**config.mk**
```make
export PLATFORM = sky130hd
export DESIGN_NAME = ssram_pattern_tester_flat
export DESIGN_NICKNAME = d
export VERILOG_FILES = /design/src/rtl/ssram_pattern_tester_if.sv /design/src/rtl/ssram_pattern_tester.sv /design/src/flat_wrapper.sv
export SDC_FILE = /design/constraint.sdc
export NUM_CORES = 1
export LEC_CHECK = 0
export CORE_MARGIN = 4
export CORE_UTILIZATION = 35
export DETAILED_ROUTE_END_ITERATION = 8
export MAX_ROUTING_LAYER = met4
export PLACE_DENSITY = 0.59
export SKIP_LAST_GASP = 1
export SYNTH_ARGS = -nofsm -noshare
export SYNTH_HDL_FRONTEND = slang
export SYNTH_SLANG_ARGS = --single-unit
```
**constraint.sdc**
```tcl
create_clock -name clk -period 3.7 [get_ports clk]
set_clock_uncertainty 0.15 [all_clocks]
set_input_delay 0.555 -clock clk [delete_from_list [all_inputs] [get_ports clk]]
set_output_delay 0.555 -clock clk [all_outputs]
set_load 0.005 [all_outputs]
```
**src/rtl/ssram_pattern_tester_if.sv**
```systemverilog
// Avalon-MM master bus between the SSRAM pattern tester and the tristate SSRAM controller slave.
interface ssram_pattern_tester_if #(
    parameter int unsigned ADDR_W = 20
);
    logic [ADDR_W+1:0] avm_address;
    logic              avm_read;
    logic              avm_write;
    logic [31:0]       avm_writedata;
    logic [3:0]        avm_byteenable;
    logic              avm_waitrequest;
    logic [31:0]       avm_readdata;
    logic              avm_readdatavalid;

    modport master (
        output avm_address, avm_read, avm_write, avm_writedata, avm_byteenable,
        input  avm_waitrequest, avm_readdata, avm_readdatavalid
    );

    modport slave (
        input  avm_address, avm_read, avm_write, avm_writedata, avm_byteenable,
        output avm_waitrequest, avm_readdata, avm_readdatavalid
    );
endinterface

```
**src/rtl/ssram_pattern_tester.sv**
```systemverilog
// Self-checking Avalon-MM master: writes an address-derived pattern over a word range, reads it
// back with bounded outstanding reads and reports mismatches.
module ssram_pattern_tester #(
    parameter int unsigned ADDR_W     = 20,
    parameter int unsigned START_WORD = 0,
    parameter int unsigned END_WORD   = 2**20 - 1,
    parameter int unsigned MAX_PEND   = 4
) (
    input  logic                   clk,
    input  logic                   reset_n,
    input  logic                   start,
    input  logic [31:0]            seed,
    ssram_pattern_tester_if.master avm,
    output logic                   busy,
    output logic                   done,
    output logic                   pass,
    output logic [15:0]            err_count,
    output logic [ADDR_W-1:0]      first_err_addr,
    output logic [31:0]            first_err_data
);

    localparam logic [ADDR_W-1:0] START_W = ADDR_W'(START_WORD);
    localparam logic [ADDR_W-1:0] END_W   = ADDR_W'(END_WORD);
    localparam logic [3:0]        MAX_P   = 4'(MAX_PEND);

    typedef enum logic [2:0] {StIdle, StWrite, StRead, StDrain, StDone} state_e;

    state_e              state_q, state_d;
    logic [31:0]         seed_q, seed_d;
    logic [ADDR_W-1:0]   waddr_q, waddr_d;
    logic [ADDR_W-1:0]   raddr_q, raddr_d;
    logic [ADDR_W-1:0]   caddr_q, caddr_d;
    logic [3:0]          pend_q, pend_d;
    logic                read_q, read_d;
    logic                write_q, write_d;
    logic [ADDR_W+1:0]   address_q, address_d;
    logic [31:0]         wdata_q, wdata_d;
    logic                busy_q, busy_d;
    logic                done_q, done_d;
    logic                pass_q, pass_d;
    logic [15:0]         err_q, err_d;
    logic [ADDR_W-1:0]   ferr_addr_q, ferr_addr_d;
    logic [31:0]         ferr_data_q, ferr_data_d;

    logic w_acc, r_acc, rv, mismatch;

    // Low bits carry the inverted word index so the pattern never collapses to the seed.
    function automatic logic [31:0] pattern(input logic [31:0] s, input logic [ADDR_W-1:0] w);
        logic [ADDR_W-1:0] nw;
        nw = ~w;
        return s ^ {w, nw[31-ADDR_W:0]};
    endfunction

    always_comb begin
        state_d     = state_q;
        seed_d      = seed_q;
        waddr_d     = waddr_q;
        raddr_d     = raddr_q;
        caddr_d     = caddr_q;
        read_d      = read_q;
        write_d     = write_q;
        address_d   = address_q;
        wdata_d     = wdata_q;
        busy_d      = busy_q;
        done_d      = done_q;
        pass_d      = pass_q;
        err_d       = err_q;
        ferr_addr_d = ferr_addr_q;
        ferr_data_d = ferr_data_q;

        w_acc    = write_q && !avm.avm_waitrequest;
        r_acc    = read_q && !avm.avm_waitrequest;
        rv       = avm.avm_readdatavalid && (pend_q != 4'd0) &&
                   ((state_q == StRead) || (state_q == StDrain));
        mismatch = rv && (avm.avm_readdata != pattern(seed_q, caddr_q));
        pend_d   = pend_q + {3'b000, r_acc} - {3'b000, rv};

        if (rv) begin
            caddr_d = caddr_q + {{(ADDR_W-1){1'b0}}, 1'b1};
        end
        if (mismatch) begin
            if (err_q != 16'hFFFF) begin
                err_d = err_q + 16'd1;
            end
            if (err_q == 16'd0) begin
                ferr_addr_d = caddr_q;
                ferr_data_d = avm.avm_readdata;
            end
        end

        unique case (state_q)
            StIdle, StDone: begin
                if (start) begin
                    state_d     = StWrite;
                    seed_d      = seed;
                    waddr_d     = START_W;
                    write_d     = 1'b1;
                    read_d      = 1'b0;
                    address_d   = {START_W, 2'b00};
                    wdata_d     = pattern(seed, START_W);
                    pend_d      = 4'd0;
                    err_d       = 16'd0;
                    ferr_addr_d = '0;
                    ferr_data_d = 32'd0;
                    busy_d      = 1'b1;
                    done_d      = 1'b0;
                    pass_d      = 1'b0;
                end
            end
            StWrite: begin
                if (w_acc) begin
                    if (waddr_q == END_W) begin
                        state_d   = StRead;
                        write_d   = 1'b0;
                        read_d    = 1'b1;
                        raddr_d   = START_W;
                        caddr_d   = START_W;
                        pend_d    = 4'd0;
                        address_d = {START_W, 2'b00};
                    end else begin
                        waddr_d   = waddr_q + {{(ADDR_W-1){1'b0}}, 1'b1};
                        address_d = {waddr_d, 2'b00};
                        wdata_d   = pattern(seed_q, waddr_d);
                    end
                end
            end
            StRead: begin
                raddr_d = raddr_q + {{(ADDR_W-1){1'b0}}, r_acc};
                if (r_acc && (raddr_q == END_W)) begin
                    state_d = StDrain;
                    read_d  = 1'b0;
                end else begin
                    // A stalled read stays asserted; otherwise issue only while below the limit.
                    read_d    = (read_q && avm.avm_waitrequest) || (pend_d < MAX_P);
                    address_d = {raddr_d, 2'b00};
                end
            end
            StDrain: begin
                if (pend_d == 4'd0) begin
                    state_d = StDone;
                    busy_d  = 1'b0;
                    done_d  = 1'b1;
                    pass_d  = (err_d == 16'd0);
                end
            end
            default: state_d = StIdle;
        endcase
    end

    always_ff @(posedge clk or negedge reset_n) begin
        if (!reset_n) begin
            state_q     <= StIdle;
            seed_q      <= 32'd0;
            waddr_q     <= '0;
            raddr_q     <= '0;
            caddr_q     <= '0;
            pend_q      <= 4'd0;
            read_q      <= 1'b0;
            write_q     <= 1'b0;
            address_q   <= '0;
            wdata_q     <= 32'd0;
            busy_q      <= 1'b0;
            done_q      <= 1'b0;
            pass_q      <= 1'b0;
            err_q       <= 16'd0;
            ferr_addr_q <= '0;
            ferr_data_q <= 32'd0;
        end else begin
            state_q     <= state_d;
            seed_q      <= seed_d;
            waddr_q     <= waddr_d;
            raddr_q     <= raddr_d;
            caddr_q     <= caddr_d;
            pend_q      <= pend_d;
            read_q      <= read_d;
            write_q     <= write_d;
            address_q   <= address_d;
            wdata_q     <= wdata_d;
            busy_q      <= busy_d;
            done_q      <= done_d;
            pass_q      <= pass_d;
            err_q       <= err_d;
            ferr_addr_q <= ferr_addr_d;
            ferr_data_q <= ferr_data_d;
        end
    end

    assign avm.avm_address    = address_q;
    assign avm.avm_read       = read_q;
    assign avm.avm_write      = write_q;
    assign avm.avm_writedata  = wdata_q;
    assign avm.avm_byteenable = 4'b1111;
    assign busy               = busy_q;
    assign done               = done_q;
    assign pass               = pass_q;
    assign err_count          = err_q;
    assign first_err_addr     = ferr_addr_q;
    assign first_err_data     = ferr_data_q;

endmodule

```
**src/flat_wrapper.sv**
```systemverilog
// flat-port wrapper written by rule: the top's interface ports become plain ports
module ssram_pattern_tester_flat 
#(
    parameter int unsigned ADDR_W     = 20,
    parameter int unsigned START_WORD = 0,
    parameter int unsigned END_WORD   = 2**20 - 1,
    parameter int unsigned MAX_PEND   = 4
)
  (clk, reset_n, start, seed, busy, done, pass, err_count, first_err_addr, first_err_data, avm_avm_address, avm_avm_read, avm_avm_write, avm_avm_writedata, avm_avm_byteenable, avm_avm_waitrequest, avm_avm_readdata, avm_avm_readdatavalid);
  ssram_pattern_tester_if #(.ADDR_W(ADDR_W)) avm_i ();
  input  logic clk;
  input  logic reset_n;
  input  logic start;
  input  logic [31:0] seed;
  output logic busy;
  output logic done;
  output logic pass;
  output logic [15:0] err_count;
  output logic [ADDR_W-1:0] first_err_addr;
  output logic [31:0] first_err_data;
  output wire logic [$bits(avm_i.avm_address)-1:0] avm_avm_address;
  output wire logic [$bits(avm_i.avm_read)-1:0] avm_avm_read;
  output wire logic [$bits(avm_i.avm_write)-1:0] avm_avm_write;
  output wire logic [$bits(avm_i.avm_writedata)-1:0] avm_avm_writedata;
  output wire logic [$bits(avm_i.avm_byteenable)-1:0] avm_avm_byteenable;
  input wire logic [$bits(avm_i.avm_waitrequest)-1:0] avm_avm_waitrequest;
  input wire logic [$bits(avm_i.avm_readdata)-1:0] avm_avm_readdata;
  input wire logic [$bits(avm_i.avm_readdatavalid)-1:0] avm_avm_readdatavalid;
  assign avm_avm_address = avm_i.avm_address;
  assign avm_avm_read = avm_i.avm_read;
  assign avm_avm_write = avm_i.avm_write;
  assign avm_avm_writedata = avm_i.avm_writedata;
  assign avm_avm_byteenable = avm_i.avm_byteenable;
  assign avm_i.avm_waitrequest = avm_avm_waitrequest;
  assign avm_i.avm_readdata = avm_avm_readdata;
  assign avm_i.avm_readdatavalid = avm_avm_readdatavalid;
  ssram_pattern_tester #(.ADDR_W(ADDR_W), .START_WORD(START_WORD), .END_WORD(END_WORD), .MAX_PEND(MAX_PEND)) u_core (.clk(clk), .reset_n(reset_n), .start(start), .seed(seed), .avm(avm_i), .busy(busy), .done(done), .pass(pass), .err_count(err_count), .first_err_addr(first_err_addr), .first_err_data(first_err_data));
endmodule
```
Yosys cells after proc, flatten, opt, wreduce, memory -nomap -nowiden
Cells that the tools add are included. W data, S select, Z words.

Output and inout bits: 131. Input bits: 69. Bits in registers: 226.

Bitwise gates (word level): 5. Add/subtract/negate cells: 6. Equal/unequal tests: 15. Reduce and logical (&&, ||, !) cells: 28. Mux-type cells: 57. $lt $le $gt $ge: 1.

Operators with widths (number): $mux W20 (13); $mux W32 (7); $mux W22 (4); $pmux W20 S2 (2); $pmux W22 S3 (1); $mux W16 (4); $pmux W32 S2 (1); $xor A32 B32 Y32 (2); $add A20 B1 Y20 const B (2); $eq A20 B20 Y1 const B (2); $not A12 Y12 (3); $logic_not A16 Y1 (2); $ne A32 B32 Y1 (1); $add A20 B1 Y20 (1); $add A16 B1 Y16 const B (1); $ne A16 B16 Y1 const B (1); $reduce_and A4 Y1 (4); $mux W3 (5); $mux W4 (3); $pmux W3 S4 (1); $mux W1 (10); $ne A2 B2 Y1 const B (5); $pmux W1 S2 (4); $pmux W4 S2 (1); 20 further kinds (32).

Logic depth before layout (Yosys ltp)
Gate-level depths: netlist of run 1.

Depth in word-level cells: 8. Gate-level depth with buffers: 14.

Least setup slack after synthesis of run 1
OpenSTA, ideal clock, no wires.

Path kind: register to register. Start point: register u_core.state_q[2]. End point: register u_core.pass_q (netlist: u_core.pass). Library setup time: 76 ps. Data arrival time: 3032 ps. Slack: 442 ps. Stages on the path, launching flop included: 14. Path through: dfrtp_1 -> clkbuf_1 -> nand2b_4 -> a311oi_4 -> ha_1 -> inv_1 -> ha_1 -> fa_1 -> nor2_1 -> nand4_1 -> a311oi_1 -> o221a_2 -> o2111ai_1 -> o21ai_1.

Longest elaborated chain between the ends: 8.

Ends and longest elaborated chain: from (decl) (RTL line ssram_pattern_tester.sv:28) `state_e state_q, state_d;`; from (signal assigned) (RTL line ssram_pattern_tester.sv:152) `state_q <= StIdle;`; from (signal assigned) (RTL line ssram_pattern_tester.sv:169) `state_q <= state_d;`; parallel branches: the longest is 8 deep, another holds $sub A4 B1 Y4; to (signal assigned) (RTL line ssram_pattern_tester.sv:181) `pass_q <= pass_d;`; to (decl) (RTL line ssram_pattern_tester.sv:40) `logic pass_q, pass_d;`.

Several ways; the timed one is not identified. The select of a mux whose other input is x is not followed. A chain may end at the register's enable or synchronous reset.

Worst setup path after layout of run 1
Same ends and word-level chain as after synthesis.

==> flow_summary.yaml, run 1 <==
placement:
  hpwl_mm: 25.2
  place.port_buffers: 193
  dp.cells: 1805
  gp_congestion: 0.878
critical_path:
  rr_worst_depth: 13
  rrSetupSlack_ns: 0.42
  crit_arrival_ns: 3.59
  r2r_end: "u_core.pass"
  crit_type: "reg -> reg"
  r2r_start: "u_core.state_q[2]"
  start_kind: "flop"
  cp_max_fo: 9
  required_ns: 4.00
  end_kind: "flop"
logic_synthesis:
  ys_ff_latch: 224
  netlist-cell-type-count: 58
  netlist_area_sq_um: 11700
  synth_area_leaders: "dfrtp_1 (48%), nand2_1 (6.9%), xor2_1 (5.0%), nor2_1 (3.8%), xnor2_1 (3.7%)"
  synth-edff-count: 0
  yosys.area.top_type_share_pct: 48.0
  yosysTopAreaCell: "dfrtp_1"
  syn_inst: 1214
  ys_warn_count: 0
  ys_async_sr_fraction_pct: 100
  avgSynthCellArea_sq_um: 9.63
  synth-main-ff-cell: "dfrtp_1"
  ys_seq_area_share_pct: 48.0
routing:
  ant_nets: 0
  dr.pass1.iters: 8
  drc: 0
  drt_iter0_markers: 651
  vias: 9323
  viasPerCell: 5.03
  drt-total-wl_mm: 34.6
  post_drt_wl_per_cell_um: 18.6
final_layout:
  multi_input_area_sq_um: 5740
  register_area_sq_um: 5610
  final_common_cell: "dfrtp_1"
  final_cell_mix: "dfrtp_1 (224), nand2_1 (216), clkdlybuf4s50_1 (192)"
  final_net_count: 1473
  fillCellCount: 3182
  fin_cells: 1855
  drive_above_1_share_pct: 8.08
  syn2layout_area_growth_pct: 28.5
power:
  peakVddDrop_v: 0.000369
  switching_power_mw: 2.82
  p_comb_share_pct: 30.6
  p_int_mw: 5.80
  seqPwrFrac_pct: 38.7
  switching_share_pct: 32.7
  p_leak_nw: 6.36
  power_density_nw_per_um2: 574
  pwr-share-clk_pct: 30.6
floorplanning:
  start_util_pct: 35.7
  core_area_sq_um: 32700
  std_cell_rows: 66
  die_x_um: 191
  die_h_um: 191
  die_area_sq_um: 36400
  boundaryPins: 200
run:
  drv_cap: 0
cts:
  cts_num_sinks: 224
  postCtsSetupBuffers: 0
  worstSkewPairLatency_ns: 0.52
  cts.repair.resized: 0
  cts_tree: "built"
  ctsHtreeMaxLevel: 1
  cts_buffers: 26
  postCtsHoldBufs: 1
  cts_root_buf: "clkbuf_16"
  clk_path_buf_depth: 3
  cts.clk_slew.worst_paths_ns: 0.06
timing:
  period_needed_ns: 3.28
  hold_viol: 0
  fin_crit_sh_pct: 88.8
  slew-limit-headroom_pct: 47.9
  fmax_mhz: 304
  setup_viol: 0
  fin_setup_tns_ns: 0
  worst_pin_slew_ns: 0.778
  finalMaxSlewViolations: 0
  rsz0062_at_grt: "no"
status:
  status: "complete, no violations"
hold_path:
  hold_end: "u_core.avm.avm_writedata[23]"
  min_from: "u_core.avm.avm_writedata[23]"
  hold_path.class: "reg -> reg"
  hold_depth: 2
global_route:
  grt_pass1_vias: 9284
  antenna_found_initial: 2
  grt_max_degree: 107
  grt_overflow: 0
  grt.total_usage_pct: 19.2
  grt_pass1_wl_mm: 54.1
[cell usage after synthesis, types with 3 or more instances]
library cell  number
a22oi_1            3
buf_2             18
nor3_1            13
a21oi_1           84
and3_1            11
clkbuf_1          43
o31ai_1           14
nor4_1             9
nor2_1           119
buf_1              3
o22ai_1           12
a311oi_1           3
nand2b_1           4
xnor2_1           49
o21ai_0           72
or2_2              4
and2_1             7
mux2i_1           12
xor2_1            67
mux2_2            35
buf_4              6
inv_1             15
nand3_1           37
a31oi_1            4
ha_1              11
nand2_1          216
a21o_1             9
dfrtp_1          224
nand4_1           24
and4_1            11
xnor3_1           14
xor3_1             8
a22o_1            17
or3_1              6
[power by group through the flow]
| stage | combinational [mW] | sequential [mW] | clock (mW) |
|---|---|---|---|
| final | 2.64 | 3.34 | 2.64 |
| after global routing | 2.94 | 3.39 | 2.80 |
| after CTS | 2.69 | 3.33 | 2.71 |
| after detailed placement | 2.67 | 3.38 | 0 |
| after global placement | 2.63 | 3.37 | 0 |
| after floorplan | 1.69 | 3.19 | 0 |
[kinds of logic after synthesis]
group	count (synthesis)	share of synthesized area (%)
adder cells (fa/ha/maj)	12	1.35
AND/OR/NAND/NOR	473	18.1
buffers and inverters	86	3.21
AO/OA/AOI/OAI	231	11.8
other	2	0.0643
XOR/XNOR	138	13.0
multiplexers	48	4.53
flip-flops	224	48.0
[layer usage]
metal | share of wire (%) | up-vias | track usage (%)
met2 | 47 | 244 | 29.8
li1 | - | 4541 | -
met5 | 0 | - | -
met4 | 1.8 | 0 | 3.48
met1 | 47 | 4499 | 27.4
met3 | 4.6 | 39 | 2.64
[flip-flops by register name (all words and copies together), names as in the netlist, 3 cells and up]
signal / cells
u_core.avm.avm_writedata: 32
u_core.first_err_data: 32
u_core.seed_q: 32
u_core.avm.avm_address: 20
u_core.caddr_q: 20
u_core.first_err_addr: 20
u_core.raddr_q: 20
u_core.waddr_q: 20
u_core.err_count: 16
u_core.pend_q: 4
u_core.state_q: 3
[layout make-up]
class,count,share of cell area (%)
multi-input cells,908,38.2
flip-flops and latches,224,37.3
repair buffers,217,14.4
clock buffers,37,5.02
well taps,442,3.68
clock inverters,10,0.883
inverters,15,0.375
diodes,2,0.0333
[worst max-delay path by stage]
stage | startpoint | endpoint | slack [ns] | cells after the start
after floorplan | u_core.state_q[2] | u_core.pass | 0.44 | 13
after global placement | avm_avm_readdatavalid | u_core.pass | 0.21 | 13
final | u_core.state_q[2] | u_core.pass | 0.42 | 13
after global routing | u_core.state_q[2] | u_core.pass | 0.12 | 13
after detailed placement | avm_avm_readdatavalid | u_core.pass | 0.10 | 14
after CTS | u_core.state_q[2] | u_core.pass | 0.41 | 13
[metrics by stage]
| step | instance area [sq um] | util (%) | power [mW] | hold WS [ns] | worst slack, ns |
|---|---|---|---|---|---|
| after floorplan | 11700 | - | 4.88 | 0.109 | 0.442 |
| after CTS | 15000 | 45.9 | 8.72 | 0.336 | 0.414 |
| after global placement | 14100 | 43.2 | 6.00 | 0.314 | 0.212 |
| final | 15000 | 45.9 | 8.62 | 0.329 | 0.416 |
| after global routing | 15000 | 45.9 | 9.12 | 0.351 | 0.120 |
| after detailed placement | 14100 | 43.2 | 6.05 | 0.322 | 0.100 |
[worst max-delay path, stage by stage (launching register included)]
cell	delay [ns]
dfrtp_1	0.48
nand2b_4	0.23
a311oi_4	0.29
ha_1	0.19
inv_1	0.07
ha_1	0.28
a21o_1	0.15
a21oi_1	0.18
xnor2_1	0.21
nand4_1	0.21
a311oi_1	0.28
o221a_2	0.22
o2111ai_1	0.13
o21ai_1	0.14
No activity file was read; power rests on OpenSTA's default activity.
==> run 2: changes to the inputs <==
Settings changed: CORE_ASPECT_RATIO from default to 1.25.
==> run 2 against run 1 <==
Net effect: clock power barely moved; combinational power barely moved; count of clock-buffer cells in the layout fell by 5; setup slack improved by 0.055 ns; total power fell by 0.18%; register-to-register slack improved by 0.06 ns; final area fell by 0.15%; via count rose by 1.6%; sequential share of layout area rose by 0.056 points; critical endpoint unchanged.
==> flow_summary.yaml, run 2 (synthesis results as in run 1) <==
status:
  status: "complete, no violations"
critical_path:
  end_kind: "flop"
  required_ns: 4.00
  rrSetupSlack_ns: 0.47
  critical_path.top_delay_family: "compound AO/OA/AOI/OAI gates"
  start_kind: "flop"
  crit_top_cell: "ha_1"
  path_depth: 13
  crit_type: "reg -> reg"
  r2r_start: "u_core.pend_q[2]"
  cp_max_fo: 2
  path_cells: "inv_1 > ha_1 > a311oi_4 > ha_1 > inv_1 > ha_1 > fa_1 > nor2_1 > nand4_1 > a311oi_1 > o221a_2 > o2111ai_1 > o21ai_1"
  rr_worst_depth: 13
  crit_buf_inv: 2
  r2r_end: "u_core.pass"
  cp_slowest_cell: "fa_1"
  crit_arrival_ns: 3.53
  critPathMaxStageDelay_ns: 0.43
timing:
  setup_viol: 0
  worst_pin_slew_ns: 0.892
  hold_viol: 0
  fin_crit_sh_pct: 87.3
  rsz0062_at_grt: "no"
  fin_setup_tns_ns: 0
  period_needed_ns: 3.23
  finalMaxSlewViolations: 0
  slew-limit-headroom_pct: 40.3
  fmax_mhz: 310
run:
  drv_cap: 0
cts:
  postCtsSetupBuffers: 0
  cts.clk_slew.worst_paths_ns: 0.06
  cts_num_sinks: 224
  ctsHtreeMaxLevel: 1
  cts.repair.resized: 0
  postCtsHoldBufs: 1
  clk_path_buf_depth: 3
  worstSkewPairLatency_ns: 0.53
  cts_root_buf: "clkbuf_16"
  cts_tree: "built"
  cts_buffers: 25
power:
  power_density_nw_per_um2: 574
  peakVddDrop_v: 0.000298
  p_leak_nw: 6.37
  finalPower_mw: 8.61
global_route:
  grt_pass1_vias: 9426
  grt_overflow: 0
  grt.total_usage_pct: 19.5
  antenna_found_initial: 3
  grt_max_degree: 80
  grt_pass1_wl_mm: 54.6
placement:
  gp_congestion: 0.871
  hpwl_mm: 25.8
  place.port_buffers: 193
floorplanning:
  die_h_um: 212
  die_area_sq_um: 36400
  std_cell_rows: 74
  core_area_sq_um: 32900
  boundaryPins: 200
  die_x_um: 171
  start_util_pct: 35.6
routing:
  vias: 9469
  ant_nets: 0
  post_drt_wl_per_cell_um: 19.1
  drt_iter0_markers: 694
  drt-total-wl_mm: 35.0
  dr.pass1.iters: 5
  drc: 0
  viasPerCell: 5.17
hold_path:
  hold_depth: 2
  min_from: "u_core.avm.avm_address[20]"
  hold_end: "u_core.avm.avm_address[20]"
  hold_path.class: "reg -> reg"
final_layout:
  fillCellCount: 3096
  drive_above_1_share_pct: 8.36
  final_net_count: 1474
  syn2layout_area_growth_pct: 28.3
  final_cell_mix: "dfrtp_1 (224), nand2_1 (216), clkdlybuf4s50_1 (192)"
  final_common_cell: "dfrtp_1"
## run 2: report_power, final
part | total, mW | switching, mW | leakage, nW | internal [mW]
combinational | 2.63 | 1.30 | 2.96 | 1.32
sequential | 3.33 | 0.478 | 2.98 | 2.86
clock | 2.65 | 1.04 | 0.422 | 1.60
total | 8.61 | 2.82 | 6.37 | 5.78
## run 2: stage by stage
step	cell area (sq um)	util [%]	cells	worst slack [ns]	hold slack [ns]
2_1_floorplan	11700	-	1218	0.442	0.109
3_3_place_gp	14100	42.9	1783	0.222	0.308
3_5_place_dp	14100	42.9	1783	0.134	0.309
4_1_cts	15000	45.6	1830	0.460	0.324
5_1_grt	15000	45.6	1833	0.189	0.343
6_report	15000	45.6	1833	0.471	0.323
## run 2: tightest hold or removal path: stages, from the launching register on
cell     delay, ns
dfrtp_1       0.35
nand2_1       0.05
nand2_1       0.05
## run 2: area by class of cell
class	count	area, sq um	area share (%)
Sequential cell	224	5610	37.4
Tap cell	418	523	3.49
Multi-Input combinational cell	908	5740	38.3
Timing Repair Buffer	219	2180	14.6
Antenna cell	3	7.51	0.0501
Clock inverter	14	184	1.23
Clock buffer	32	692	4.61
Inverter	15	56.3	0.376
## run 2: metal layers
metal | global-route usage, % | share of wire (%) | vias to the layer above
li1 | - | - | 4539
met1 | 25.3 | 42 | 4635
met2 | 31.9 | 50 | 236
met3 | 2.27 | 3.8 | 59
met4 | 6.53 | 3.4 | 0
met5 | - | 0 | -
## run 2: worst max-delay path by stage
stage | start | to | slack, ns
after floorplan | u_core.state_q[2] | u_core.pass | 0.44
after global placement | avm_avm_readdatavalid | u_core.pass | 0.22
after detailed placement | avm_avm_readdatavalid | u_core.pass | 0.13
after CTS | u_core.pend_q[2] | u_core.pass | 0.46
after global routing | u_core.pend_q[2] | u_core.pass | 0.19
final | u_core.pend_q[2] | u_core.pass | 0.47
==> run 3: changes to the inputs <==
Settings changed: SKIP_CTS_REPAIR_TIMING from default to 1.
==> results of run 3 <==
Final layout, timing and power as in run 2 (identical DEF).
Among the figures that moved: via count of the first global-routing pass 9426 -> 9423; met1 usage 25.3% -> 25.2%
